==> src/rtl/addsub_pkg.sv <==
// rtl/addsub_pkg.sv - shared types and arithmetic helper for the add/subtract arbiter
package addsub_pkg;

   // Operand storage is sized for the widest supported configuration
   localparam int MAX_OPND_W = 32;
   localparam int MAX_ID_W   = 3;

   typedef enum logic [1:0] {IDLE, EXEC, RESP} state_t;
   typedef enum logic {OP_ADD = 1'b0, OP_SUB = 1'b1} op_t;

   typedef struct packed {
      logic signed [MAX_OPND_W-1:0] a;
      logic signed [MAX_OPND_W-1:0] b;
      op_t                          op;
      logic [MAX_ID_W-1:0]          id;
   } op_req_t;

   function automatic logic signed [2*MAX_OPND_W-1:0] addsub(
      input logic signed [MAX_OPND_W-1:0] a,
      input logic signed [MAX_OPND_W-1:0] b,
      input op_t                          op
   );
      logic signed [2*MAX_OPND_W-1:0] ea;
      logic signed [2*MAX_OPND_W-1:0] eb;
      ea = a;
      eb = b;
      return (op == OP_SUB) ? (ea - eb) : (ea + eb);
   endfunction

endpackage

==> src/rtl/rr_arbiter.sv <==
// rtl/rr_arbiter.sv - combinational round-robin arbiter, search starts at ptr
module rr_arbiter #(
   parameter int N     = 4,
   parameter int IDX_W = $clog2(N)
) (
   input  logic [N-1:0]     req,
   input  logic [IDX_W-1:0] ptr,
   input  logic             en,
   output logic [N-1:0]     grant,
   output logic [IDX_W-1:0] grant_idx
);

   logic found;
   int   k;

   always_comb begin
      grant     = '0;
      grant_idx = '0;
      found     = 1'b0;
      k         = 0;
      for (int i = 0; i < N; i++) begin
         k = int'(ptr) + i;
         if (k >= N) k = k - N;
         if (en && !found && req[k]) begin
            found     = 1'b1;
            grant[k]  = 1'b1;
            grant_idx = IDX_W'(k);
         end
      end
   end

endmodule

==> src/rtl/addsub_arbiter.sv <==
// rtl/addsub_arbiter.sv - round-robin shared signed add/subtract unit
// Optional per-requester grant counters under ADDSUB_ARB_STATS_EN.
module addsub_arbiter
   import addsub_pkg::*;
#(
   parameter int NUM_REQ = 4,
   parameter int BITS    = 16,
   parameter int ID_W    = $clog2(NUM_REQ)
) (
   input  logic                      clk,
   input  logic                      rst_n,
   input  logic [NUM_REQ-1:0]        req_valid,
   output logic [NUM_REQ-1:0]        req_ready,
   input  logic [NUM_REQ*BITS/2-1:0] req_a,
   input  logic [NUM_REQ*BITS/2-1:0] req_b,
   input  logic [NUM_REQ-1:0]        req_op,
   output logic                      rsp_valid,
   input  logic                      rsp_ready,
   output logic [ID_W-1:0]           rsp_id,
`ifdef ADDSUB_ARB_STATS_EN
   input  logic                      stats_clr,
   output logic [NUM_REQ*16-1:0]     grant_cnt,
`endif
   output logic [BITS-1:0]           rsp_result
);

   localparam int OPND_W = BITS / 2;

   state_t              state, state_nxt;
   logic [ID_W-1:0]     ptr;
   op_req_t             op_q;
   logic [NUM_REQ-1:0]  grant;
   logic [ID_W-1:0]     grant_idx;
   logic                arb_en;
   logic                accept;

   // Gating with rst_n keeps ready low while reset is held
   assign arb_en    = rst_n && (state == IDLE);
   assign accept    = |grant;
   assign req_ready = grant;

   rr_arbiter #(.N(NUM_REQ), .IDX_W(ID_W)) u_arb (
      .req       (req_valid),
      .ptr       (ptr),
      .en        (arb_en),
      .grant     (grant),
      .grant_idx (grant_idx)
   );

   always_comb begin
      state_nxt = state;
      rsp_valid = 1'b0;
      case (state)
         IDLE: if (accept) state_nxt = EXEC;
         EXEC: state_nxt = RESP;
         RESP: begin
            rsp_valid = 1'b1;
            if (rsp_ready) state_nxt = IDLE;
         end
         default: state_nxt = IDLE;
      endcase
   end

   always_ff @(posedge clk or negedge rst_n) begin
      if (!rst_n) begin
         state      <= IDLE;
         ptr        <= '0;
         op_q       <= '0;
         rsp_id     <= '0;
         rsp_result <= '0;
      end else begin
         state <= state_nxt;
         if (accept) begin
            ptr     <= (grant_idx == ID_W'(NUM_REQ - 1)) ? '0 : grant_idx + ID_W'(1);
            op_q.a  <= MAX_OPND_W'($signed(req_a[grant_idx*OPND_W +: OPND_W]));
            op_q.b  <= MAX_OPND_W'($signed(req_b[grant_idx*OPND_W +: OPND_W]));
            op_q.op <= op_t'(req_op[grant_idx]);
            op_q.id <= MAX_ID_W'(grant_idx);
         end
         if (state == EXEC) begin
            rsp_result <= BITS'(addsub(op_q.a, op_q.b, op_q.op));
            rsp_id     <= ID_W'(op_q.id);
         end
      end
   end

`ifdef ADDSUB_ARB_STATS_EN
   logic [15:0] cnt_q [NUM_REQ];

   always_ff @(posedge clk or negedge rst_n) begin
      if (!rst_n) begin
         for (int i = 0; i < NUM_REQ; i++) cnt_q[i] <= '0;
      end else begin
         for (int i = 0; i < NUM_REQ; i++) begin
            if (stats_clr)
               cnt_q[i] <= '0;
            else if (grant[i] && cnt_q[i] != 16'hFFFF)
               cnt_q[i] <= cnt_q[i] + 16'd1;
         end
      end
   end

   always_comb begin
      grant_cnt = '0;
      for (int i = 0; i < NUM_REQ; i++) grant_cnt[i*16 +: 16] = cnt_q[i];
   end
`endif

   // Requesters must hold valid and operands until granted
   for (genvar g = 0; g < NUM_REQ; g++) begin : g_req_chk
      a_hold : assert property (@(posedge clk) disable iff (!rst_n)
         req_valid[g] && !req_ready[g] |=> req_valid[g]
            && $stable(req_a[g*OPND_W +: OPND_W])
            && $stable(req_b[g*OPND_W +: OPND_W])
            && $stable(req_op[g]));
   end

endmodule

==> config.mk <==
export PLATFORM = sky130hd
export DESIGN_NAME = addsub_arbiter
export DESIGN_NICKNAME = d
export VERILOG_FILES = /design/src/rtl/addsub_pkg.sv /design/src/rtl/rr_arbiter.sv /design/src/rtl/addsub_arbiter.sv
export SDC_FILE = /design/constraint.sdc
export NUM_CORES = 1
export LEC_CHECK = 0
export BUFFER_PORTS_ARGS = -buffer_cell sky130_fd_sc_hd__buf_2
export CORE_MARGIN = 2
export CORE_UTILIZATION = 55
export DETAILED_ROUTE_END_ITERATION = 6
export PLACE_DENSITY = 0.89
export SETUP_SLACK_MARGIN = 0.15
export SYNTH_ARGS = -nofsm -noshare
export SYNTH_HDL_FRONTEND = slang
export SYNTH_SLANG_ARGS = --single-unit
==> constraint.sdc <==
create_clock -name clk -period 7 [get_ports clk]
set_input_delay 2.1 -clock clk [delete_from_list [all_inputs] [get_ports clk]]
set_output_delay 2.1 -clock clk [all_outputs]
set_load 0.005 [all_outputs]
== Word level (Yosys, flattened, before mapping) ==
Cells that the tools add are included.

* Register bits: 41
* Bits in latches: 0
* Bits in writable memories: 0
* Bits in read-only memories: 0
* Input bits: 75
* Word-level logic and storage cells: 102
* Memories: 0

* Add/sub/neg operators: 10
* Multiply operators: 0
* Divide/modulo/power cells: 0
* Order comparisons: 13
* Equality and inequality tests: 5
* Shift-type cells: 2
* Multiplexer cells: 43
* Bitwise gates (word level): 3
* Reduce and logical (&&, ||, !) cells: 18

{| class="wikitable"
|+ Operators by type and width
! cell !! count
|-
| greater-or-equal comparator 32 x 1 -> 1 bit, second input constant || 4
|-
| less-than comparator 32 x 4 -> 1 bit, second input constant || 4
|-
| two-way mux 32 bit || 4
|-
| greater-or-equal comparator 32 x 4 -> 1 bit, second input constant || 3
|-
| subtractor 32 x 4 -> 32 bit, second input constant || 3
|-
| indexed part select 32 x 6 -> 8 bit || 2
|-
| two-way mux 1 bit || 17
|-
| two-way mux 16 bit || 1
|-
| two-way mux 4 bit || 4
|-
| two-way mux 2 bit || 7
|-
| logical AND 1 bit || 12
|-
| OR 4 bit || 3
|-
| binary-select mux 1 bit (select 2 bit) || 5
|-
| adder 8 x 8 -> 9 bit || 1
|-
| subtractor 8 x 8 -> 9 bit || 1
|-
| demux 1 bit (select 2 bit) || 4
|-
| adder 2 x 2 -> 3 bit, second input constant || 2
|-
| case mux 2 bit (3 select lines) || 1
|-
| == test 2 bit, second input constant || 2
|-
| != test 2 bit, second input constant || 2
|-
| OR reduction 4 bit || 1
|-
| subtractor 2 x 3 -> 4 bit, second input constant || 1
|-
| adder 2 x 1 -> 3 bit, second input constant || 1
|-
| greater-or-equal comparator 2 x 3 -> 1 bit, second input constant || 1
|-
| other kinds (6) || 8
|}

== Logic depth before layout (Yosys ltp) ==
Gate-level depths: netlist of run 1.

* Depth after elaboration: 22
* Depth in mapped cells: 12
* Mapped depth without buffers: 12

== By module ==
From an unflattened synthesis of run 1, not the netlist that was laid out.

* Cell total of the unflattened synthesis: 259
* Area, all modules: 2876.5 um^2

{| class="wikitable"
|+ Modules (own cells, without submodules)
! module !! instances !! cells each !! area each (um^2)
|-
| addsub_arbiter || 1 || 193 || 2319.7
|-
| rr_arbiter || 1 || 66 || 556.8
|}

== Worst setup path before layout of run 1 ==
Ideal clock, no wire load.

* Path type: input to output
* Start: input port req_valid[1]
* End: output port req_ready[0]
* Arrival: 3.330 ns
* Path slack: 1.570 ns
* Stages: 5
* Buffers on the path: 0
* Path through: mux4_2 > nor2b_4 > a221oi_1 > a211o_1 > a21oi_1

* Longest elaborated chain between the ends: 17
* Elaborated cells between the ends (all ways): 32

{| class="wikitable"
|+ RTL lines
! what !! line !! RTL
|-
| start, declared || addsub_arbiter.sv:12 || <nowiki>input logic [NUM_REQ-1:0] req_valid,</nowiki>
|-
| binary-select mux 1 bit (select 2 bit) || rr_arbiter.sv:24 || <nowiki>if (en && !found && req[k]) begin</nowiki>
|-
| two-way mux 1 bit (not written as such) (2 in series) || rr_arbiter.sv:24 ||
|-
| logical AND 1 bit || rr_arbiter.sv:24 ||
|-
| two-way mux 1 bit || rr_arbiter.sv:24 ||
|-
| zero test 1 bit || rr_arbiter.sv:24 ||
|-
| logical AND 1 bit (2 in series) || rr_arbiter.sv:24 ||
|-
| two-way mux 1 bit || rr_arbiter.sv:24 ||
|-
| zero test 1 bit || rr_arbiter.sv:24 ||
|-
| logical AND 1 bit (2 in series) || rr_arbiter.sv:24 ||
|-
| two-way mux 1 bit || rr_arbiter.sv:24 ||
|-
| zero test 1 bit || rr_arbiter.sv:24 ||
|-
| logical AND 1 bit (2 in series) || rr_arbiter.sv:24 ||
|-
| two-way mux 4 bit * || rr_arbiter.sv:24 ||
|-
| end, declared || addsub_arbiter.sv:13 || <nowiki>output logic [NUM_REQ-1:0] req_ready,</nowiki>
|}

Mark *: on every way between the ends. The rest lies on a longest branch, timed or not. The select of a mux whose other input is x is not followed.

== Final worst setup path of run 1 ==
* Start: input port req_valid[2]
* End: output port req_ready[3]

Same word-level chain as after synthesis.

==> impl_metrics.py, run 1 <==
metrics = {
    "timing": {
        "final-max-slew-violation-count": 0,
        "fmax_ghz": 0.174,
        "timing.final.ws_setup_ns": 1.24,
        "post-route-min-period_ns": 5.76,
        "rsz0062_at_grt": "no",
        "finalHoldViolCount": 0,
        "fin_tns_setup_ns": 0,
        "fin_skew_ns": 0.00203,
        "setup_viol": 0,
        "tightest_slew_ns": 1.03,
        "max-slew-margin-rel_pct": 31.5,
        "timing.final.crit_share_pct": 82.3,
        "holdWs_ns": 0.473,
    },
    "logic_synthesis": {
        "yosysUniqueCellTypes": 45,
        "ys_seq_area_share_pct": 30.9,
        "synth.most_common_cell": "nand2_1",
        "ys.flop_type": "dfrtp_1",
        "synth_seq_cells": 34,
        "syn_avg_cell_area_um2": 8.29,
        "ys_warn_count": 0,
        "synthTopCellsByArea": "dfrtp_1 31%, nand2_1 11%, ha_1 7.7%",
        "synthArstFlopShare_pct": 100,
        "synthesis.area_um2": 2750,
        "synth_nets": 425,
        "synth_top_cell_by_area": "dfrtp_1",
        "synth_edf_count": 0,
        "synth_common_cells": "78 x nand2_1, 34 x dfrtp_1, 29 x a21oi_1",
        "netlist_instances": 332,
        "yosysTopAreaCellShare_pct": 30.9,
    },
    "critical_path": {
        "critPathRequiredTime_ns": 4.90,
        "startpoint_type": "input port",
        "worstPathArrival_ns": 3.66,
        "worst-path-max-fanout": 7,
        "crit_type": "input port to output pin",
        "endpoint_kind": "output pin",
    },
    "min_path": {
        "worstHoldPathType": "flop to flop",
    },
    "floorplan": {
        "die_w_um": 74.8,
        "die_h_um": 74.8,
        "boundaryPins": 98,
        "dieArea_um2": 5590,
        "coreArea_um2": 4790,
        "fp-row-count": 25,
        "start_util_pct": 57.5,
    },
    "cells_and_area": {
        "syn_to_final_growth_pct": 18.3,
        "finalInstanceArea_um2": 3260,
        "num_antenna_cells": 0,
        "layout-drive-gt1-share_pct": 29.2,
        "fin_nets": 503,
    },
    "routing": {
        "num_vias": 2619,
        "viasPerCell": 5.48,
        "ant_nets": 0,
        "firstDrtPassIters": 4,
        "drt_wl_total_mm": 6.35,
        "drt_iter0_markers": 126,
        "drc": 0,
        "post_drt_wl_per_cell_um": 13.3,
    },
    "place": {
        "placed_area_um2": 3170,
        "dpl.hpwl_mm": 4.90,
        "place.gp.congestion": 0.903,
        "pre_cts_ws_ns": 1.26,
        "port_buffers": 97,
    },
    "grt": {
        "grt_usage_pct": 24.1,
        "gr-total-overflow": 0,
        "grt_pass1_wl_mm": 10.5,
        "grt_pass1_vias": 2364,
        "grt_max_degree": 40,
        "antenna_found_initial": 0,
    },
    "clocking": {
        "ctsLongestPathBuffers": 2,
        "clkTransAtPathRegs_ns": 0.06,
        "cts_made_buffers": 5,
        "ctsResizeCount": 0,
        "cts.sinks": 34,
        "clock_latency_ns": 0.29,
        "cts.htree.levels": 2,
        "postCtsSetupBuffers": 0,
        "postCtsHoldBufs": 0,
        "cts_tree": "built",
        "clock-root-buffer": "clkbuf_8",
    },
    "power": {
        "vdd_drop_max_uv": 209,
        "power_leakage_nw": 1.67,
        "p_per_area_nw_per_um2": 501,
    },
    "status": {
        "status": "finished, final reports clean",
    },
    "run": {
        "maxCapViolCount": 0,
    },
}
critical path, cell delays in order:
cell and delay (ns):
buf_2 0.13, mux4_2 0.57, nor2b_4 0.22, a221oi_1 0.10
a211o_1 0.28, a21oi_1 0.13, buf_2 0.12
power by group:
group          internal (mW)  switching [mW]  leakage (nW)
sequential             0.292          0.0964         0.425
combinational          0.492           0.602          1.19
clock                 0.0792          0.0687        0.0482
final cells by class:
cell class	instances	area (µm²)
multi-input cells	253	1670
fillers	386	1530
flip-flops and latches	34	851
repair buffers	99	500
clock buffers	7	86.3
well taps	67	83.8
inverters	17	63.8
clock inverters	1	5.00
state kept, by name, indices dropped and copies added, names as in the netlist:
signal,cells
state,2
rsp_id,2
ptr,2
rsp_result,9
op_q,19
routing by layer:
layer | track usage, % | up-vias | part of all wire [%]
met4 | 9.13 | 0 | 1.6
met2 | 38.4 | 90 | 47
li1 | - | 1328 | -
met3 | 4.42 | 9 | 6.0
met5 | 0 | - | 0
met1 | 33.0 | 1192 | 45
stage by stage:
stage	cells	total power, mW	utilization (%)
3_5_place_dp	470	1.47	66.1
3_3_place_gp	470	1.42	66.1
5_1_grt	478	1.81	68.1
6_report	478	1.63	68.1
4_1_cts	478	1.64	68.1
2_1_floorplan	332	1.26	-
cell families (layout without fill, tap and decap cells):
group           Yosys count  after routing  share of synthesized area, %
xor+xnor                 12             12                          3.82
compound gates          100            100                          24.4
buf+inv                  45            124                          8.59
fa+ha+maj                18             18                          8.45
simple gates            111            111                          17.5
flops                    34             34                          30.9
mux                      12             12                          6.32
cells in the final DEF, fill, tap and decap left out, types with 4 or more instances in the layout:
cell	n
buf_2	97
nand2_1	78
dfrtp_1	34
a21oi_1	29
o21ai_1	18
ha_1	17
inv_1	16
o21ai_0	14
a32o_1	14
xnor2_1	11
nor2_1	10
clkbuf_8	6
mux2i_1	5
a211o_1	5
nor3_1	4
mux4_2	4
a221oi_1	4
nand2b_1	4
worst paths after layout:
check | start | slack (ns) | endpoint | depth (start not counted)
setup / recovery | req_valid[2] | 1.24 | req_ready[3] | 7
hold / removal | rsp_result[4]$_DFFE_PN0N_ | 0.47 | rsp_result[4]$_DFFE_PN0N_ | 2
setup reg to reg | ptr[0]$_DFFE_PN0P_ | 3.31 | op_q[36]$_DFFE_PN0P_ | 9
hold reg to reg | rsp_result[4]$_DFFE_PN0N_ | 0.47 | rsp_result[4]$_DFFE_PN0N_ | 2
max in group asynchronous | rst_n | 4.83 | op_q[42]$_DFFE_PN0P_ | 2
min in group asynchronous | rst_n | 1.87 | op_q[39]$_DFFE_PN0P_ | 2
Note: power is estimated with default switching activity, not from simulation.
==> inputs of run 2 (changes only) <==
--- a/config.mk
+++ b/config.mk
@@ -7,9 +7,9 @@
 export LEC_CHECK = 0
 export BUFFER_PORTS_ARGS = -buffer_cell sky130_fd_sc_hd__buf_2
 export CORE_MARGIN = 2
-export CORE_UTILIZATION = 55
+export CORE_UTILIZATION = 51
 export DETAILED_ROUTE_END_ITERATION = 6
-export PLACE_DENSITY = 0.89
+export PLACE_DENSITY = 0.84
 export SETUP_SLACK_MARGIN = 0.15
 export SYNTH_ARGS = -nofsm -noshare
 export SYNTH_HDL_FRONTEND = slang
==> constraint.sdc (replaced) <==
create_clock -name clk -period 5.7 [get_ports clk]
set_input_delay 1.71 -clock clk [delete_from_list [all_inputs] [get_ports clk]]
set_output_delay 1.71 -clock clk [all_outputs]
set_load 0.005 [all_outputs]
==> run 2 against run 1 <==
Critical path depth is the same. Clock-buffer cell count unchanged. Sequential share of layout area rose by 0.091 points. Via count is 2.6% higher. Worst setup slack got worse by 0.54 ns. Cell area fell by 0.35%. Core utilization shrank 5.3 points. Power increased by 20%. Routed wire length is 3.2% lower. Sequential cell count is the same. Die area rose by 7.4%. Largest power group unchanged.
==> impl_metrics.py, run 2 (synthesized netlist as in run 1, its figures left out) <==
metrics = {
    "clocking": {
        "cts.sinks": 34,
        "clock-root-buffer": "clkbuf_8",
        "clkTransAtPathRegs_ns": 0.06,
        "postCtsHoldBufs": 0,
        "ctsLongestPathBuffers": 2,
        "cts.htree.levels": 2,
        "cts_tree": "built",
        "clock_latency_ns": 0.29,
        "cts_made_buffers": 5,
        "postCtsSetupBuffers": 0,
        "ctsResizeCount": 0,
    },
    "cells_and_area": {
        "finalInstanceArea_um2": 3250,
        "finalNonFillerCells": 480,
        "largest_registers": "op_q x19, rsp_result x9",
        "largest_register_ffs": 19,
        "layout_common_cells": "97 x buf_2, 78 x nand2_1, 34 x dfrtp_1, 29 x a21oi_1, 18 x o21ai_1",
        "largest-register": "op_q",
        "layout_commonest_cell": "buf_2",
        "fillCellCount": 439,
        "layout-drive-gt1-share_pct": 28.8,
        "final_util_pct": 62.7,
        "syn_to_final_growth_pct": 17.9,
        "fin_nets": 503,
        "num_antenna_cells": 0,
    },
    "floorplan": {
        "boundaryPins": 98,
        "start_util_pct": 53.2,
        "coreArea_um2": 5170,
        "dieArea_um2": 6000,
        "die_w_um": 77.5,
        "fp-row-count": 26,
        "die_h_um": 77.5,
    },
    "routing": {
        "drt_wl_total_mm": 6.15,
        "num_vias": 2687,
        "viasPerCell": 5.60,
        "drt_iter0_markers": 178,
        "drc": 0,
        "firstDrtPassIters": 4,
        "post_drt_wl_per_cell_um": 12.8,
        "ant_nets": 0,
    },
    "critical_path": {
        "timing.rr.start": "ptr[0]$_DFFE_PN0P_",
        "worst-path-max-fanout": 7,
        "critPathRequiredTime_ns": 3.99,
        "crit_type": "input port to output pin",
        "endpoint_kind": "output pin",
        "crit_end": "req_ready[3]",
        "startpoint": "req_valid[1]",
        "r2r_setup_slack_ns": 2.02,
        "reg2reg_to": "op_q[4]$_DFFE_PN0P_",
        "reg2regPathDepth": 9,
        "worstPathArrival_ns": 3.29,
        "startpoint_type": "input port",
    },
    "place": {
        "pre_cts_ws_ns": 0.723,
        "port_buffers": 97,
        "dp.cells": 473,
        "placed_area_um2": 3170,
        "dpl.hpwl_mm": 4.75,
        "place.gp.congestion": 0.845,
    },
    "grt": {
        "gr-total-overflow": 0,
        "grt_usage_pct": 21.6,
        "grt_max_degree": 40,
        "grt_pass1_vias": 2373,
        "grt_pass1_wl_mm": 10.5,
        "antenna_found_initial": 0,
    },
    "power": {
        "combPwrFrac_pct": 67.2,
        "clkPwrFrac_pct": 8.4,
        "p_seq_share_pct": 24.4,
        "p_total_mw": 1.96,
        "p_per_area_nw_per_um2": 604,
        "power_leakage_nw": 1.66,
        "switchingPower_uw": 914,
        "vdd_drop_max_uv": 227,
        "internal_power_mw": 1.05,
        "switching_share_pct": 46.6,
    },
    "timing": {
        "max-slew-margin-rel_pct": 30.3,
        "timing.final.crit_share_pct": 87.7,
        "final-max-slew-violation-count": 0,
        "fin_skew_ns": 0.00152,
        "rsz0062_at_grt": "no",
        "tightest_slew_ns": 1.05,
        "post-route-min-period_ns": 5.00,
        "fin_tns_setup_ns": 0,
        "holdWs_ns": 0.472,
        "finalHoldViolCount": 0,
        "setup_viol": 0,
        "fmax_ghz": 0.200,
        "timing.final.ws_setup_ns": 0.703,
    },
    "status": {
        "status": "finished, final reports clean",
    },
    "run": {
        "maxCapViolCount": 0,
    },
    "min_path": {
        "worstHoldPathType": "flop to flop",
    },
}
run 2: changes by cell type in the layout (fill, tap and decap cells not counted):
cell and change:
clkbuf_1 +1, clkbuf_8 -1, clkinv_2 -1
run 2: worst min-delay path by stage:
stage / startpoint / to / depth (start not counted)
2_1_floorplan: op_q[0]$_DFFE_PN0P_ / op_q[0]$_DFFE_PN0P_ / 1
3_3_place_gp: rsp_result[6]$_DFFE_PN0N_ / rsp_result[6]$_DFFE_PN0N_ / 2
3_5_place_dp: rsp_result[6]$_DFFE_PN0N_ / rsp_result[6]$_DFFE_PN0N_ / 2
4_1_cts: rsp_result[6]$_DFFE_PN0N_ / rsp_result[6]$_DFFE_PN0N_ / 2
5_1_grt: rsp_result[5]$_DFFE_PN0N_ / rsp_result[5]$_DFFE_PN0N_ / 2
6_report: rsp_result[6]$_DFFE_PN0N_ / rsp_result[6]$_DFFE_PN0N_ / 2
run 2: power by group through the flow:
stage	logic [mW]	registers [mW]	clock network [mW]
after floorplan	1.11	0.444	0
after global placement	1.27	0.473	0
after detailed placement	1.31	0.481	0
after CTS	1.32	0.477	0.169
after global routing	1.50	0.496	0.182
final	1.32	0.477	0.165
run 2: area by class of cell:
type,count,area (µm²),area share [%]
sequential,34,851,26.2
inverter,17,63.8,1.97
clock buffer,7,76.3,2.35
tap,70,87.6,2.70
multi-input combinational,253,1670,51.3
timing repair buffer,99,500,15.4
run 2: per-layer routing:
layer	global-route usage, %	wire length (µm)	vias to the layer above
li1	-	-	1322
met1	30.4	2950	1244
met2	32.8	2670	110
met3	5.00	419	11
met4	7.68	105	0
met5	0	0	-
run 2: critical path, cell delays in order:
cell and delay [ns]:
buf_2 0.12, mux4_2 0.58, nor2b_4 0.22, a221oi_1 0.10, a211o_1 0.27, a21oi_1 0.15
buf_2 0.13
